## config.mk

```make
export PLATFORM = sky130hd
export DESIGN_NAME = hazard_fwd_unit_flat
export DESIGN_NICKNAME = d
export VERILOG_FILES = /design/src/rtl/hazard_fwd_unit_pkg.sv /design/src/rtl/hazard_fwd_unit_if.sv /design/src/rtl/hazard_fwd_unit_fwd_select.sv /design/src/rtl/hazard_fwd_unit.sv /design/src/flat_wrapper.sv
export SDC_FILE = /design/constraint.sdc
export NUM_CORES = 1
export LEC_CHECK = 0
export ABC_AREA = 1
export CAP_MARGIN = 20
export CORE_MARGIN = 2
export CORE_UTILIZATION = 65
export CTS_BUF_LIST = sky130_fd_sc_hd__clkbuf_4 sky130_fd_sc_hd__clkbuf_8
export CTS_CLUSTER_DIAMETER = 60
export CTS_CLUSTER_SIZE = 28
export DETAILED_ROUTE_END_ITERATION = 8
export DONT_BUFFER_PORTS = 1
export PLACE_DENSITY_LB_ADDON = 0.05
export SLEW_MARGIN = 40
export SYNTH_ARGS = -nofsm -noshare
export SYNTH_HDL_FRONTEND = slang
export SYNTH_SLANG_ARGS = --single-unit
```

## constraint.sdc

```tcl
create_clock -name clk -period 2.8 [get_ports clk]
set_clock_uncertainty 0.2 [all_clocks]
set_input_delay 0.56 -clock clk [delete_from_list [all_inputs] [get_ports clk]]
set_output_delay 0.56 -clock clk [all_outputs]
set_load 0.1 [all_outputs]
```

## src/rtl/hazard_fwd_unit_pkg.sv

```systemverilog
// Shared types and constants for the hazard/forwarding controller.
package hazard_pkg;

  // One-hot operand selects consumed by the EX-stage forwarding muxes.
  localparam logic [2:0] FWD_IDEX  = 3'b001;
  localparam logic [2:0] FWD_EXMEM = 3'b010;
  localparam logic [2:0] FWD_MEMWB = 3'b100;

  // Destination and control bits of one pipeline slot.
  typedef struct packed {
    logic [4:0] dst;
    logic       wr;
    logic       mr;
  } pipe_slot_t;

  typedef enum logic [1:0] {
    RUN,
    STALL,
    FLUSH,
    FREEZE
  } hz_mode_t;

  // A later slot supplies the operand only if it writes a nonzero register that the
  // consumer actually reads.
  function automatic logic src_hit(logic [4:0] dst, logic wr, logic [4:0] src, logic rd);
    return wr && (dst != 5'd0) && (dst == src) && rd;
  endfunction

endpackage

```

## src/rtl/hazard_fwd_unit_if.sv

```systemverilog
// Pipeline-side signal bundle of the hazard/forwarding controller.
interface hazard_fwd_if #(
  parameter int unsigned CNT_W = 16
);
  logic [4:0]       id_rs;
  logic [4:0]       id_rt;
  logic             id_reads_rs;
  logic             id_reads_rt;
  logic             id_reg_write;
  logic             id_mem_read;
  logic [4:0]       ex_reg_dest;
  logic             flush;
  logic             mem_busy;
  logic [2:0]       fwdA;
  logic [2:0]       fwdB;
  logic             pc_write;
  logic             if_id_write;
  logic             if_id_flush;
  logic             id_ex_bubble;
  logic             pipe_en;
  logic [CNT_W-1:0] stall_cycles;
  logic [CNT_W-1:0] flush_cycles;

  // Pipeline datapath side.
  modport master (
    output id_rs, id_rt, id_reads_rs, id_reads_rt, id_reg_write, id_mem_read,
    output ex_reg_dest, flush, mem_busy,
    input  fwdA, fwdB, pc_write, if_id_write, if_id_flush, id_ex_bubble, pipe_en,
    input  stall_cycles, flush_cycles
  );

  // Hazard unit side.
  modport slave (
    input  id_rs, id_rt, id_reads_rs, id_reads_rt, id_reg_write, id_mem_read,
    input  ex_reg_dest, flush, mem_busy,
    output fwdA, fwdB, pc_write, if_id_write, if_id_flush, id_ex_bubble, pipe_en,
    output stall_cycles, flush_cycles
  );
endinterface

```

## src/rtl/hazard_fwd_unit_fwd_select.sv

```systemverilog
// Forwarding select for one EX operand: EX_MEM beats MEM_WB, register 0 never forwards.
module fwd_select
  import hazard_pkg::*;
(
  input  logic [4:0] src_i,
  input  logic       src_rd_i,
  input  logic [4:0] mem_dst_i,
  input  logic       mem_wr_i,
  input  logic [4:0] wb_dst_i,
  input  logic       wb_wr_i,
  output logic [2:0] fwd_o
);

  logic mem_hit;
  logic wb_hit;

  assign mem_hit = src_hit(mem_dst_i, mem_wr_i, src_i, src_rd_i);
  assign wb_hit  = src_hit(wb_dst_i, wb_wr_i, src_i, src_rd_i);

  // Priority encode into a one-hot select; the default keeps it one-hot.
  always_comb begin
    fwd_o = FWD_IDEX;
    if (mem_hit) begin
      fwd_o = FWD_EXMEM;
    end else if (wb_hit) begin
      fwd_o = FWD_MEMWB;
    end
  end

endmodule

```

## src/rtl/hazard_fwd_unit.sv

```systemverilog
// Hazard detection and forwarding controller for the five-stage pipeline. Keeps a shadow
// copy of EX/MEM/WB destinations, drives forwarding selects, load-use stall, flush and
// memory-busy freeze, and counts stall/flush cycles.
module hazard_fwd_unit
  import hazard_pkg::*;
#(
  parameter int unsigned CNT_W = 16
) (
  input logic             clk,
  input logic             rst,
  hazard_fwd_if.slave     bus
);

  // EX slot shadow.
  logic [4:0]       ex_rs_q, ex_rt_q;
  logic             ex_rd_rs_q, ex_rd_rt_q, ex_wr_q, ex_mr_q;
  // MEM and WB slot shadows.
  logic [4:0]       mem_dst_q, wb_dst_q;
  logic             mem_wr_q, wb_wr_q;
  logic [CNT_W-1:0] stall_q, flush_q;

  pipe_slot_t ex_view;
  logic       lu;
  hz_mode_t   mode;
  logic       pc_write, if_id_write, if_id_flush, id_ex_bubble, pipe_en;

  // EX destination comes from the RegDst mux, control bits from the shadow.
  assign ex_view = '{dst: bus.ex_reg_dest, wr: ex_wr_q, mr: ex_mr_q};

  assign lu = ex_view.mr && (ex_view.dst != 5'd0) &&
              ((bus.id_reads_rs && (bus.id_rs == ex_view.dst)) ||
               (bus.id_reads_rt && (bus.id_rt == ex_view.dst)));

  // Mode priority: freeze, then flush (discards the ID instruction), then load-use stall.
  always_comb begin
    mode = RUN;
    if (bus.mem_busy) begin
      mode = FREEZE;
    end else if (bus.flush) begin
      mode = FLUSH;
    end else if (lu) begin
      mode = STALL;
    end
  end

  // Decode the mode into pipeline enables.
  always_comb begin
    pc_write     = 1'b1;
    if_id_write  = 1'b1;
    if_id_flush  = 1'b0;
    id_ex_bubble = 1'b0;
    pipe_en      = 1'b1;
    unique case (mode)
      FREEZE: begin
        pc_write    = 1'b0;
        if_id_write = 1'b0;
        pipe_en     = 1'b0;
      end
      FLUSH: begin
        if_id_flush  = 1'b1;
        id_ex_bubble = 1'b1;
      end
      STALL: begin
        pc_write     = 1'b0;
        if_id_write  = 1'b0;
        id_ex_bubble = 1'b1;
      end
      default: ;
    endcase
  end

  // Advance the shadow pipeline in step with the real pipeline registers.
  always_ff @(posedge clk or posedge rst) begin
    if (rst) begin
      ex_rs_q    <= 5'd0;
      ex_rt_q    <= 5'd0;
      ex_rd_rs_q <= 1'b0;
      ex_rd_rt_q <= 1'b0;
      ex_wr_q    <= 1'b0;
      ex_mr_q    <= 1'b0;
      mem_dst_q  <= 5'd0;
      mem_wr_q   <= 1'b0;
      wb_dst_q   <= 5'd0;
      wb_wr_q    <= 1'b0;
    end else if (pipe_en) begin
      if (id_ex_bubble) begin
        ex_rs_q    <= 5'd0;
        ex_rt_q    <= 5'd0;
        ex_rd_rs_q <= 1'b0;
        ex_rd_rt_q <= 1'b0;
        ex_wr_q    <= 1'b0;
        ex_mr_q    <= 1'b0;
      end else begin
        ex_rs_q    <= bus.id_rs;
        ex_rt_q    <= bus.id_rt;
        ex_rd_rs_q <= bus.id_reads_rs;
        ex_rd_rt_q <= bus.id_reads_rt;
        ex_wr_q    <= bus.id_reg_write;
        ex_mr_q    <= bus.id_mem_read;
      end
      mem_dst_q <= ex_view.dst;
      mem_wr_q  <= ex_view.wr;
      wb_dst_q  <= mem_dst_q;
      wb_wr_q   <= mem_wr_q;
    end
  end

  // Saturating stall/flush counters; freeze cycles are never in STALL or FLUSH mode.
  always_ff @(posedge clk or posedge rst) begin
    if (rst) begin
      stall_q <= '0;
      flush_q <= '0;
    end else begin
      if (mode == STALL && stall_q != '1) begin
        stall_q <= stall_q + CNT_W'(1);
      end
      if (mode == FLUSH && flush_q != '1) begin
        flush_q <= flush_q + CNT_W'(1);
      end
    end
  end

  fwd_select u_fwd_a (
    .src_i     (ex_rs_q),
    .src_rd_i  (ex_rd_rs_q),
    .mem_dst_i (mem_dst_q),
    .mem_wr_i  (mem_wr_q),
    .wb_dst_i  (wb_dst_q),
    .wb_wr_i   (wb_wr_q),
    .fwd_o     (bus.fwdA)
  );

  fwd_select u_fwd_b (
    .src_i     (ex_rt_q),
    .src_rd_i  (ex_rd_rt_q),
    .mem_dst_i (mem_dst_q),
    .mem_wr_i  (mem_wr_q),
    .wb_dst_i  (wb_dst_q),
    .wb_wr_i   (wb_wr_q),
    .fwd_o     (bus.fwdB)
  );

  assign bus.pc_write     = pc_write;
  assign bus.if_id_write  = if_id_write;
  assign bus.if_id_flush  = if_id_flush;
  assign bus.id_ex_bubble = id_ex_bubble;
  assign bus.pipe_en      = pipe_en;
  assign bus.stall_cycles = stall_q;
  assign bus.flush_cycles = flush_q;

endmodule
```

## src/flat_wrapper.sv

```systemverilog
// flat-port wrapper written by rule: the top's interface ports become plain ports
module hazard_fwd_unit_flat import hazard_pkg::*;
#(
  parameter int unsigned CNT_W = 16
)
  (clk, rst, bus_id_rs, bus_id_rt, bus_id_reads_rs, bus_id_reads_rt, bus_id_reg_write, bus_id_mem_read, bus_ex_reg_dest, bus_flush, bus_mem_busy, bus_fwdA, bus_fwdB, bus_pc_write, bus_if_id_write, bus_if_id_flush, bus_id_ex_bubble, bus_pipe_en, bus_stall_cycles, bus_flush_cycles);
  hazard_fwd_if #(.CNT_W(CNT_W)) bus_i ();
  input logic clk;
  input logic rst;
  input wire logic [$bits(bus_i.id_rs)-1:0] bus_id_rs;
  input wire logic [$bits(bus_i.id_rt)-1:0] bus_id_rt;
  input wire logic [$bits(bus_i.id_reads_rs)-1:0] bus_id_reads_rs;
  input wire logic [$bits(bus_i.id_reads_rt)-1:0] bus_id_reads_rt;
  input wire logic [$bits(bus_i.id_reg_write)-1:0] bus_id_reg_write;
  input wire logic [$bits(bus_i.id_mem_read)-1:0] bus_id_mem_read;
  input wire logic [$bits(bus_i.ex_reg_dest)-1:0] bus_ex_reg_dest;
  input wire logic [$bits(bus_i.flush)-1:0] bus_flush;
  input wire logic [$bits(bus_i.mem_busy)-1:0] bus_mem_busy;
  output wire logic [$bits(bus_i.fwdA)-1:0] bus_fwdA;
  output wire logic [$bits(bus_i.fwdB)-1:0] bus_fwdB;
  output wire logic [$bits(bus_i.pc_write)-1:0] bus_pc_write;
  output wire logic [$bits(bus_i.if_id_write)-1:0] bus_if_id_write;
  output wire logic [$bits(bus_i.if_id_flush)-1:0] bus_if_id_flush;
  output wire logic [$bits(bus_i.id_ex_bubble)-1:0] bus_id_ex_bubble;
  output wire logic [$bits(bus_i.pipe_en)-1:0] bus_pipe_en;
  output wire logic [$bits(bus_i.stall_cycles)-1:0] bus_stall_cycles;
  output wire logic [$bits(bus_i.flush_cycles)-1:0] bus_flush_cycles;
  assign bus_i.id_rs = bus_id_rs;
  assign bus_i.id_rt = bus_id_rt;
  assign bus_i.id_reads_rs = bus_id_reads_rs;
  assign bus_i.id_reads_rt = bus_id_reads_rt;
  assign bus_i.id_reg_write = bus_id_reg_write;
  assign bus_i.id_mem_read = bus_id_mem_read;
  assign bus_i.ex_reg_dest = bus_ex_reg_dest;
  assign bus_i.flush = bus_flush;
  assign bus_i.mem_busy = bus_mem_busy;
  assign bus_fwdA = bus_i.fwdA;
  assign bus_fwdB = bus_i.fwdB;
  assign bus_pc_write = bus_i.pc_write;
  assign bus_if_id_write = bus_i.if_id_write;
  assign bus_if_id_flush = bus_i.if_id_flush;
  assign bus_id_ex_bubble = bus_i.id_ex_bubble;
  assign bus_pipe_en = bus_i.pipe_en;
  assign bus_stall_cycles = bus_i.stall_cycles;
  assign bus_flush_cycles = bus_i.flush_cycles;
  hazard_fwd_unit #(.CNT_W(CNT_W)) u_core (.clk(clk), .rst(rst), .bus(bus_i));
endmodule
```

# Word level (Yosys, flattened, before mapping)
# Cells that the tools add are included.
# word_totals
wordCells	64
reg_bits	58
out_inout_bits	43
input_bits	23
# op_classes
muxes	17
n_eq_ne	11
n_addsub	2
reduce_logical	22
# op_table
operator	n
16-bit by 1-bit adder with 16-bit output (second input constant)	2
16-bit inequality test (second input constant)	2
5-bit == test	6
1-bit logical AND	16
5-bit nonzero test	3
3-bit two-way mux	4
5-bit two-way mux	2
1-bit two-way mux	9
2-bit == test (second input constant)	2
2-bit two-way mux	2
2-bit OR reduction	2
2-bit by 1-bit == test with 1-bit output (second input constant)	1
1-bit logical OR	1

# Logic depth before layout (Yosys ltp)
# Gate-level depths: netlist of the first run.
# depth
ltp_word	11
mapped_depth	14
ltp_nobuf	13

# Modules after synthesis
# From an unflattened synthesis of the first run, not the netlist that was laid out.
# hier_totals
cells_unflattened	569
area_unflattened_um2	3703.6
# modules_own_cells
module	cells_each	seq_area_each_um2	area_each_um2	instances
hazard_fwd_unit	443	1451.4	3195.6	1
fwd_select	63	0.0	254.0	2

# Worst setup path after synthesis of the first run
# OpenSTA, ideal clock, no wires.
# synth_path
path_kind	input to register
from	input bus_ex_reg_dest[1]
to	register u_core.flush_q[0] (netlist: u_core.bus.flush_cycles[0])
setup_ps	68
t_required_ps	2532
path_buffers	1
arrival_time_ps	4193
path_stages	12
setup_slack_ps	-1660
path_cell_list	inv_1 > nand2_1 > nand2_1 > nor2_1 > nand3_1 > nand2_1 > a21oi_1 > ha_1 > a21boi_2 > buf_2 > nand2_1 > nand2_1
# synth_between
elab_chain_cells	9
word_cells_on_any_way	13
cone_classes	eq/ne (3); mux (3); reduce/logical (7)
# synth_rtl
element	line_no	rtl
from (decl)	flat_wrapper.sv:16	input wire logic [$bits(bus_i.ex_reg_dest)-1:0] bus_ex_reg_dest;
5-bit == test, on equally long branches	hazard_fwd_unit.sv:31, hazard_fwd_unit.sv:32	
1-bit logical AND, on equally long branches	hazard_fwd_unit.sv:31, hazard_fwd_unit.sv:32	
1-bit logical OR	hazard_fwd_unit.sv:31	((bus.id_reads_rs && (bus.id_rs == ex_view.dst)) ||
1-bit logical AND (*)	hazard_fwd_unit.sv:30	assign lu = ex_view.mr && (ex_view.dst != 5'd0) &&
1-bit two-way mux (*)	hazard_fwd_unit.sv:41	end else if (lu) begin
2-bit two-way mux (*)	hazard_fwd_unit.sv:39	end else if (bus.flush) begin
2-bit two-way mux (*)	hazard_fwd_unit.sv:37	if (bus.mem_busy) begin
2-bit == test (*)	hazard_fwd_unit.sv:117	if (mode == FLUSH && flush_q != '1) begin
1-bit logical AND (*)	hazard_fwd_unit.sv:117	
to (signal assigned)	hazard_fwd_unit.sv:118	flush_q <= flush_q + CNT_W'(1);
to (decl)	hazard_fwd_unit.sv:20	logic [CNT_W-1:0] stall_q, flush_q;
# Mark *: on every way between the ends. The rest lies on a longest branch, timed or not.
# A chain may end at the register's enable or synchronous reset.

# Final worst setup path of the first run
# layout_path
from	input bus_ex_reg_dest[3]
to	output bus_pipe_en
# layout_between
elab_chain_cells	9
word_cells_on_any_way	13
cone_classes	eq/ne (3); mux (4); reduce/logical (6)
# layout_rtl
element	line_no	rtl
5-bit == test, on equally long branches	hazard_fwd_unit.sv:31, hazard_fwd_unit.sv:32	
1-bit logical AND, on equally long branches	hazard_fwd_unit.sv:31, hazard_fwd_unit.sv:32	
1-bit logical OR	hazard_fwd_unit.sv:31	
1-bit logical AND (*)	hazard_fwd_unit.sv:30	
1-bit two-way mux (*)	hazard_fwd_unit.sv:41	
2-bit two-way mux (*)	hazard_fwd_unit.sv:39	
2-bit two-way mux (*)	hazard_fwd_unit.sv:37	
2-bit == test (*)	hazard_fwd_unit.sv:53	unique case (mode)
1-bit two-way mux (*)	hazard_fwd_unit.sv:53	
to (decl)	flat_wrapper.sv:25	output wire logic [$bits(bus_i.pipe_en)-1:0] bus_pipe_en;
# Marked as above.

==> results of run 1 <==
cell type report:
class / instances / area (sq um) / share of cell area
Multi-Input combinational cell: 390 / 1916 / 0.4454
Sequential cell: 58 / 1451 / 0.3375
Timing Repair Buffer: 46 / 395.4 / 0.09194
Inverter: 60 / 225.2 / 0.05237
Clock buffer: 11 / 145.1 / 0.03375
Tap cell: 72 / 90.09 / 0.02095
Clock inverter: 5 / 77.57 / 0.01804
per-stage QoR:
step / utilization / instance area (sq um) / setup WS (ps) / instances / power (W)
2_1_floorplan: - / 3679 / 3.349 / 519 / 0.001758
3_3_place_gp: 0.7497 / 4078 / 314.7 / 626 / 0.001929
3_5_place_dp: 0.7497 / 4078 / 266.9 / 626 / 0.001952
4_1_cts: 0.7907 / 4300 / 270.3 / 642 / 0.002821
5_1_grt: 0.7907 / 4300 / 72.42 / 642 / 0.002932
6_report: 0.7907 / 4300 / 256.3 / 642 / 0.002825
where the power goes:
group / leakage, nW / internal (W) / switching (W)
Combinational: 1.22 / 0.000228 / 0.000700
Sequential: 0.762 / 0.000928 / 0.0000886
Clock: 0.113 / 0.000532 / 0.000348
worst register-to-register path: stages (launching register included):
cell      delay [ps]
dfrtp_1          350
nand3b_1         100
inv_1            120
nand2_1           80
nand2_1          100
ha_2             310
or2_2            400
o21ai_0          220
sequential cells by signal (all words and copies together) (netlist names):
signal	cells
u_core.mem_wr_q	1
u_core.mem_dst_q	5
u_core.ex_rd_rs_q	1
u_core.ex_rt_q	5
u_core.bus.stall_cycles	16
u_core.bus.flush_cycles	16
u_core.ex_wr_q	1
u_core.ex_mr_q	1
u_core.ex_rs_q	5
u_core.wb_wr_q	1
u_core.wb_dst_q	5
u_core.ex_rd_rt_q	1
per-layer routing:
| metal | wire length (microns) | share of wire | global-route usage | up-vias |
|---|---|---|---|---|
| met5 | 0 | 0 | 0 | - |
| met1 | 3991 | 0.44 | 0.4145 | 1605 |
| met4 | 221 | 0.025 | 0.1491 | 0 |
| met3 | 639 | 0.071 | 0.05227 | 23 |
| met2 | 4116 | 0.46 | 0.5068 | 165 |
| li1 | - | - | - | 1694 |
kinds of logic after synthesis:
family / count (synthesis) / synth area share
compound gates: 45 / 0.06612
simple gates: 305 / 0.3475
fa+ha+maj: 5 / 0.01722
flops: 58 / 0.3994
buf+inv: 71 / 0.08539
xor+xnor: 35 / 0.08437
how the worst max path moves through the flow:
stage	start	to	slack, ps	depth (start not counted)
2_1_floorplan	bus_ex_reg_dest[1]	u_core.bus.flush_cycles[3]	3	12
6_report	bus_ex_reg_dest[3]	bus_pipe_en	260	11
4_1_cts	bus_ex_reg_dest[3]	bus_pipe_en	270	11
5_1_grt	u_core.mem_dst_q[3]	bus_fwdB[0]	70	8
3_5_place_dp	bus_ex_reg_dest[3]	bus_pipe_en	270	11
3_3_place_gp	bus_ex_reg_dest[4]	bus_pipe_en	310	11
cell usage in the layout, fill, tap and decap left out, drive strengths merged, types with 2 or more instances in the layout:
master / netlist / final
nor2: 57 / 57
bufinv: 0 / 2
or2: 2 / 2
clkbuf: 4 / 11
dfrtp: 58 / 58
a21oi: 4 / 4
nor3: 3 / 3
clkinv: 1 / 3
nand3: 22 / 22
o22ai: 7 / 7
buf: 7 / 46
xnor2: 25 / 25
ha: 5 / 5
inv: 59 / 59
nand2: 214 / 214
nand4: 6 / 6
xor2: 10 / 10
o21ai: 33 / 33
==> flow_summary.json, run 1 <==
{
  "clock_sinks": 58,
  "whs_ps": 20.45,
  "ys_warn_count": 0,
  "ff2ff_setup_slack_ps": 840,
  "grt_use_total": 0.3142,
  "cp-start-kind": "primary input",
  "syn_inst": 519,
  "grt_overflow": 0,
  "synth_commonest_cells": "nand2_1, inv_1, dfrtp_1",
  "wire_per_inst_microns": 13.97,
  "rsz0062_at_grt": "false",
  "port-buffer-count": 0,
  "postRouteAntennaNets": 0,
  "synth_fp_nets": 547,
  "num_rows": 27,
  "first_pass_iters": 5,
  "cts.path.max_buffers": 2,
  "period_share": 0.9085,
  "tightest_slew_ps": 736.0,
  "maxSlewHeadroom": 0.5086,
  "hpwl_microns": 6542,
  "cpMaxStageDelayCell": "buf_4",
  "clkTransAtPathRegs_ps": 70,
  "crit_family": "simple AND/OR/NAND/NOR gates",
  "synth.avg_cell_area_sq_um": 7.001,
  "r2r-start": "u_core.ex_mr_q",
  "nets": 593,
  "slew_violations": 0,
  "vias_per_cell": 5.431,
  "drc_errors": 0,
  "fin_crit_ps": 2544,
  "grt_max_degree": 36,
  "routed_wl_microns": 8969,
  "io_pins": 66,
  "grt_pass1_wl_microns": 15220,
  "antenna_cells": 0,
  "coreArea_sq_um": 5439,
  "synth.distinct_cells": 27,
  "cts_buffers": 9,
  "fp.dieH_microns": 78.77,
  "worstPathMaxFanout": 9,
  "clock_latency_ps": 340,
  "num_vias": 3487,
  "cts.htree.levels": 3,
  "synth_area_leaders": "dfrtp_1, nand2_1, inv_1, xnor2_1, nor2_1",
  "cts_root_buf": "clkbuf_8",
  "cp.required_ps": 2040,
  "power_leakage_nw": 2.095,
  "cts_hold_buf": 0,
  "async_reset_ff_frac": 1.000,
  "first_global_vias": 3345,
  "peakVddDrop_v": 0.0006167,
  "post_cts_buffers": 0,
  "die_x_microns": 78.77,
  "rr_worst_depth": 7,
  "cts_tree": "built",
  "worstPathArrival_ps": 1780,
  "fill_cells": 407,
  "ys_ff_latch": 58,
  "endpoint_kind": "output port",
  "status": "completed",
  "drv_cap": 0,
  "yosysMostFrequentCell": "nand2_1",
  "drt_iter0_drc": 349,
  "crit_path_frequent_cell": "nand2_1",
  "regToRegEndpoint": "u_core.ex_rt_q[4]",
  "max_stage_delay_ps": 340,
  "syn_area_sq_um": 3633,
  "initial_core_util": 0.6680,
  "crit_buf_inv": 3,
  "power_per_cell_area_nw_per_um2": 657.0,
  "yosysTopAreaCellShare": 0.3994,
  "gp_congestion": 0.8941,
  "antenna_found_initial": 0,
  "synth_edf_count": 0,
  "drive_gt1_frac": 0.1561,
  "synth_top_area_cell": "dfrtp_1",
  "final-hold-violation-count": 0,
  "hold_class": "in2async",
  "dieArea_sq_um": 6204,
  "area_growth_pct": 18.35,
  "post_cts_resized": 0,
  "fmax_mhz": 393.1,
  "synthFlopType": "dfrtp_1",
  "yosysSeqAreaShare": 0.3994,
  "setup-tns-final_ps": 0,
  "crit_chain": "inv_1 > nand2_1 > nand2_1 > nor2_1 > nand3_1 > nand2_1 > nand2_1 > nand2_1 > ha_2 > clkinv_1 > buf_4",
  "path_class": "in2out",
  "setup_viol": 0
}
Note: power is estimated with default switching activity, not from simulation.
==> run 2, diff against run 1 <==
--- a/config.mk
+++ b/config.mk
@@ -6,6 +6,7 @@
 export NUM_CORES = 1
 export LEC_CHECK = 0
 export ABC_AREA = 1
+export ABC_CLOCK_PERIOD_IN_PS = 2800
 export CAP_MARGIN = 20
 export CORE_MARGIN = 2
 export CORE_UTILIZATION = 65
==> results of run 2 <==
Final layout, timing and power as in run 1 (identical DEF).
==> run 3, diff against run 2 <==
--- a/config.mk
+++ b/config.mk
@@ -9,12 +9,13 @@
 export ABC_CLOCK_PERIOD_IN_PS = 2800
 export CAP_MARGIN = 20
 export CORE_MARGIN = 2
-export CORE_UTILIZATION = 65
-export CTS_BUF_LIST = sky130_fd_sc_hd__clkbuf_4 sky130_fd_sc_hd__clkbuf_8
+export CORE_UTILIZATION = 64
+export CTS_BUF_LIST = sky130_fd_sc_hd__clkbuf_16
 export CTS_CLUSTER_DIAMETER = 60
 export CTS_CLUSTER_SIZE = 28
 export DETAILED_ROUTE_END_ITERATION = 8
 export DONT_BUFFER_PORTS = 1
+export MAX_ROUTING_LAYER = met4
 export PLACE_DENSITY_LB_ADDON = 0.05
 export SLEW_MARGIN = 40
 export SYNTH_ARGS = -nofsm -noshare
==> run 3 against run 2 <==
Clock power up 2.8%. Global-route usage is 0.59 points lower. Die area is 1.5% higher. Cell count shrank 0.62%. Count of clock-buffer cells in the layout shrank 2. Critical path type unchanged. Largest cell class unchanged.
==> flow_summary.json, run 3 (synthesis results as in run 1) <==
{
  "cts_buffers": 9,
  "peakVddDrop_v": 0.0008469,
  "postRouteAntennaNets": 0,
  "power_leakage_nw": 2.113,
  "cts.htree.levels": 3,
  "drive_gt1_frac": 0.1449,
  "period_share": 0.9088,
  "first_pass_iters": 5,
  "utilization": 0.7887,
  "slew_violations": 0,
  "max_stage_delay_ps": 240,
  "finalInstanceArea_sq_um": 4343,
  "dpl-instance-area_sq_um": 4095,
  "drt_iter0_drc": 296,
  "ff2ff_setup_slack_ps": 840,
  "port-buffer-count": 0,
  "gp_congestion": 0.9281,
  "hpwl_microns": 6357,
  "worstPathArrival_ps": 1780,
  "grt_pass1_wl_microns": 14770,
  "status": "completed",
  "power_per_cell_area_nw_per_um2": 656.5,
  "cp.required_ps": 2040,
  "clkTransAtPathRegs_ps": 40,
  "drc_errors": 0,
  "worstHoldStart": "bus_id_reg_write",
  "multiInputGateArea_sq_um": 1916,
  "final_common_cell": "nand2_1",
  "coreArea_sq_um": 5507,
  "vias_per_cell": 5.245,
  "rsz0062_at_grt": "false",
  "nets": 593,
  "worstPathMaxFanout": 9,
  "fmax_mhz": 393.0,
  "tightest_slew_ps": 538.2,
  "crit_path_frequent_cell": "nand2_1",
  "routed_wl_microns": 8493,
  "fill_cells": 412,
  "final_cell_mix": "nand2_1, inv_1, dfrtp_1",
  "fp.dieH_microns": 79.35,
  "fin_crit_ps": 2545,
  "final-hold-violation-count": 0,
  "cpMaxStageDelayCell": "ha_2",
  "antenna_found_initial": 0,
  "r2r-start": "u_core.bus.stall_cycles[3]",
  "cts.path.max_buffers": 2,
  "hold_class": "in2reg",
  "cts_tree": "built",
  "endpoint_kind": "output port",
  "clock_latency_ps": 320,
  "setup-tns-final_ps": 0,
  "dieArea_sq_um": 6296,
  "io_pins": 66,
  "num_rows": 27,
  "antenna_cells": 0,
  "crit_chain": "inv_1 > nand2_1 > nand2_1 > nor2_1 > nand3_1 > nand2_1 > nand2_1 > nand2_1 > ha_2 > clkinv_1 > buf_12",
  "area_growth_pct": 19.52,
  "maxSlewHeadroom": 0.6407,
  "drv_cap": 0,
  "post_cts_resized": 0,
  "grt_use_total": 0.3083,
  "initial_core_util": 0.6599,
  "regArea_sq_um": 1451,
  "cts_root_buf": "clkbuf_16",
  "grt_overflow": 0,
  "startpoint": "bus_ex_reg_dest[3]",
  "clock_sinks": 58,
  "path_class": "in2out",
  "cp-start-kind": "primary input",
  "die_x_microns": 79.35,
  "grt_max_degree": 35,
  "wire_per_inst_microns": 13.31,
  "first_global_vias": 3262,
  "num_vias": 3346,
  "setup_viol": 0
}
-- run 3: cell types whose count changed in the layout (fill, tap and decap cells not counted), moves of 2 or more --
cell | previous run | this run
buf_4 | 42 | 39
buf_12 | 4 | 6
clkbuf_16 | 0 | 9
bufinv_16 | 2 | 0
clkbuf_8 | 10 | 0
-- run 3: path summary, 6_finish.rpt --
kind / endpoint / depth (start not counted)
worst min register to register: u_core.wb_wr_q / 2
max in group asynchronous: u_core.bus.stall_cycles[8] / 3
worst max register to register: u_core.bus.stall_cycles[14] / 9
min in group asynchronous: u_core.bus.flush_cycles[12] / 2
worst min-delay path: u_core.ex_wr_q / 2
worst max-delay path: bus_pipe_en / 11
-- run 3: repair_timing --
| action | CTS | global route |
|---|---|---|
| buffers inserted | 0 | 0 |
| hold buffers | 1 | 0 |
| hold endpoints to repair | 24 | 0 |
-- run 3: cell type report --
cell class,count,area share
sequential,58,0.3342
tap,72,0.02074
timing repair buffer,46,0.09738
clock inverter,3,0.002881
inverter,60,0.05186
multi-input combinational,390,0.4411
clock buffer,9,0.05186
-- run 3: per-stage QoR --
| stage | hold WS, ps | std cells | worst slack, ps | power (W) |
|---|---|---|---|---|
| 2_1_floorplan | 242.6 | 519 | 3.349 | 0.001758 |
| 3_3_place_gp | 261.6 | 625 | 271.3 | 0.001933 |
| 6_report | 186.9 | 638 | 255.4 | 0.002851 |
| 4_1_cts | 186.7 | 638 | 256.2 | 0.002856 |
| 3_5_place_dp | 259.7 | 625 | 256.4 | 0.001949 |
| 5_1_grt | 201.8 | 638 | 84.15 | 0.002988 |
-- run 3: power by group --
| group | internal [W] | total (W) | switching, W |
|---|---|---|---|
| Combinational | 0.000233 | 0.000929 | 0.000696 |
| Sequential | 0.000931 | 0.00102 | 0.0000862 |
| Clock | 0.000567 | 0.000905 | 0.000338 |
-- run 3: per-layer routing --
| layer | global-route usage | routed length (microns) |
|---|---|---|
| met5 | - | 0 |
| met2 | 0.4695 | 3848 |
| met4 | 0.06724 | 93 |
| met3 | 0.07500 | 598 |
| met1 | 0.4228 | 3953 |
-- run 3: critical path, delay by kind of cell --
kind,cells,cell delay [ps]
fa+ha+maj,1,240
buf+inv,3,380
simple gates,7,600
==> RTL change (flow settings as in run 3) <==
`CNT_W` is set to 16 in 3 places; all go to 32.
--- a/src/rtl/hazard_fwd_unit_if.sv
+++ b/src/rtl/hazard_fwd_unit_if.sv
@@ -2,3 +2,3 @@
 interface hazard_fwd_if #(
-  parameter int unsigned CNT_W = 16
+  parameter int unsigned CNT_W = 32
 );
--- a/src/rtl/hazard_fwd_unit.sv
+++ b/src/rtl/hazard_fwd_unit.sv
@@ -6,3 +6,3 @@
 #(
-  parameter int unsigned CNT_W = 16
+  parameter int unsigned CNT_W = 32
 ) (
--- a/src/flat_wrapper.sv
+++ b/src/flat_wrapper.sv
@@ -3,3 +3,3 @@
 #(
-  parameter int unsigned CNT_W = 16
+  parameter int unsigned CNT_W = 32
 )
Interface: changed (resized bus_flush_cycles and bus_stall_cycles); port bits go from 66 to 98. No check against the original RTL was run, so the function may have changed too.
==> RTL change against run 3 <==
  * The run now ends with hold timing left
  * Design area increased by 59%
  * Critical endpoint is now bus_id_ex_bubble
  * Power increased by 24%
  * Synthesized cell count increased by 79%
  * Non-clock buffer count increased by 31
  * Via count increased by 79%
  * Setup slack got worse by 0.047 ns
  * Synthesized area increased by 64%
  * Register-to-register slack got worse by 0.43 ns
  * Core utilization decreased by 3.2 points
  * Maximum frequency decreased by 1.8%
  * Sequential cell count increased by 32
  * Wire length increased by 84%
  * Critical path type unchanged
  * Clock power increased by 23%
==> RTL change: results <==
group,metric,value,unit
sta,hold_viol_final,26,
logic_synthesis,synthCells,931,
logic_synthesis,synth.distinct_cells,28,
detailed_routing,vias_per_cell,5.37,
logic_synthesis,syn_area_per_cell,6.39,um2
placed_design,placed_cells,1099,
clocking,path_clk_slew,0.06,ns
sta,tightest_slew,0.508,ns
grt,grtUsageMet2,53.5,%
worst_hold_path,hp-class,"input pin to asynchronous set/reset pin",
logic_synthesis,ys_seq_area_share,37.8,%
final_layout,seq_share,32.7,%
final_layout,n_all_inverters,102,
logic_synthesis,syn-num-nets,959,
logic_synthesis,synthXorXnorAreaFrac,5.15,%
final_layout,buf_share,9.30,%
placed_design,gp_congestion,0.971,
pwr,intPower,2.21,mW
grt,grt_pass1_wl,26000,um
final_layout,fillers,760,
grt,grt_pass1_vias,5683,
logic_synthesis,synth_compound_area_share,4.21,%
placed_design,postPlaceCellArea,6620,um2
sta,holdWs,-0.0185,ns
detailed_routing,drt-met1-wl,6540,um
status,violations,"hold timing",
final_layout,multi_input_area_share,46.4,%
grt,grtUsageMet1,41.7,%
logic_synthesis,synthTopCellsByArea,"dfrtp_1 38%, nand2_1 28%, nor2_1 7.8%",
final_layout,fin_nets,1027,
grt,grt_usage,33.1,%
detailed_routing,drt_iter0_markers,365,
logic_synthesis,yosysTopAreaCellShare,37.8,%
grt,gr-usage-met3,4.81,%
status,status,"complete, but fails checks",
pwr,leakagePower,3.41,nW
clocking,clock_latency,0.34,ns
pwr,vdd_drop_max,0.000437,V
[RTL change: cell types whose count changed after synthesis, moves of 3 or more]
| cell | delta |
|---|---|
| nand3_1 | +23 |
| xnor2_1 | -9 |
| buf_4 | +3 |
| buf_6 | +7 |
| xor2_1 | +9 |
| dfrtp_1 | +32 |
| nand2_1 | +233 |
| inv_1 | +40 |
| a21oi_1 | -3 |
| nand4_1 | +3 |
| nor2_1 | +72 |
| nand2_2 | -6 |
| o21ai_0 | +3 |
[RTL change: worst max-delay path, cell delays in order]
cell	delay (ns)
nor3_2	0.20
nand3_1	0.10
nand3b_1	0.10
inv_2	0.06
nand2_1	0.06
nand2_1	0.08
ha_2	0.67
[RTL change: how the worst max path moves through the flow]
stage	from	to	slack (ns)
6_report	bus_ex_reg_dest[2]	bus_id_ex_bubble	0.21
3_5_place_dp	bus_ex_reg_dest[4]	u_core.ex_rs_q[2]	0.14
2_1_floorplan	bus_ex_reg_dest[2]	u_core.bus.flush_cycles[2]	-0.02
4_1_cts	bus_ex_reg_dest[2]	bus_id_ex_bubble	0.22
3_3_place_gp	bus_ex_reg_dest[2]	u_core.ex_rt_q[2]	0.24
5_1_grt	bus_id_rt[2]	bus_id_ex_bubble	0.05
[RTL change: kinds of logic (layout without fill, tap and decap cells)]
logic type | count (synthesis) | count (layout)
DFF | 90 | 90
buffers and inverters | 122 | 195
AOI/OAI and AO/OA | 47 | 47
and+or+nand+nor | 632 | 632
xor gates and xnor gates | 35 | 35
adders and majority gates | 5 | 5
[RTL change: power groups by stage]
stage | clock network (mW) | registers (mW) | logic (mW)
after global routing | 1.18 | 1.53 | 0.974
after detailed placement | 0 | 1.54 | 0.907
after global placement | 0 | 1.53 | 0.886
final | 1.11 | 1.52 | 0.904
after CTS | 1.13 | 1.51 | 0.907
after floorplan | 0 | 1.85 | 0.405
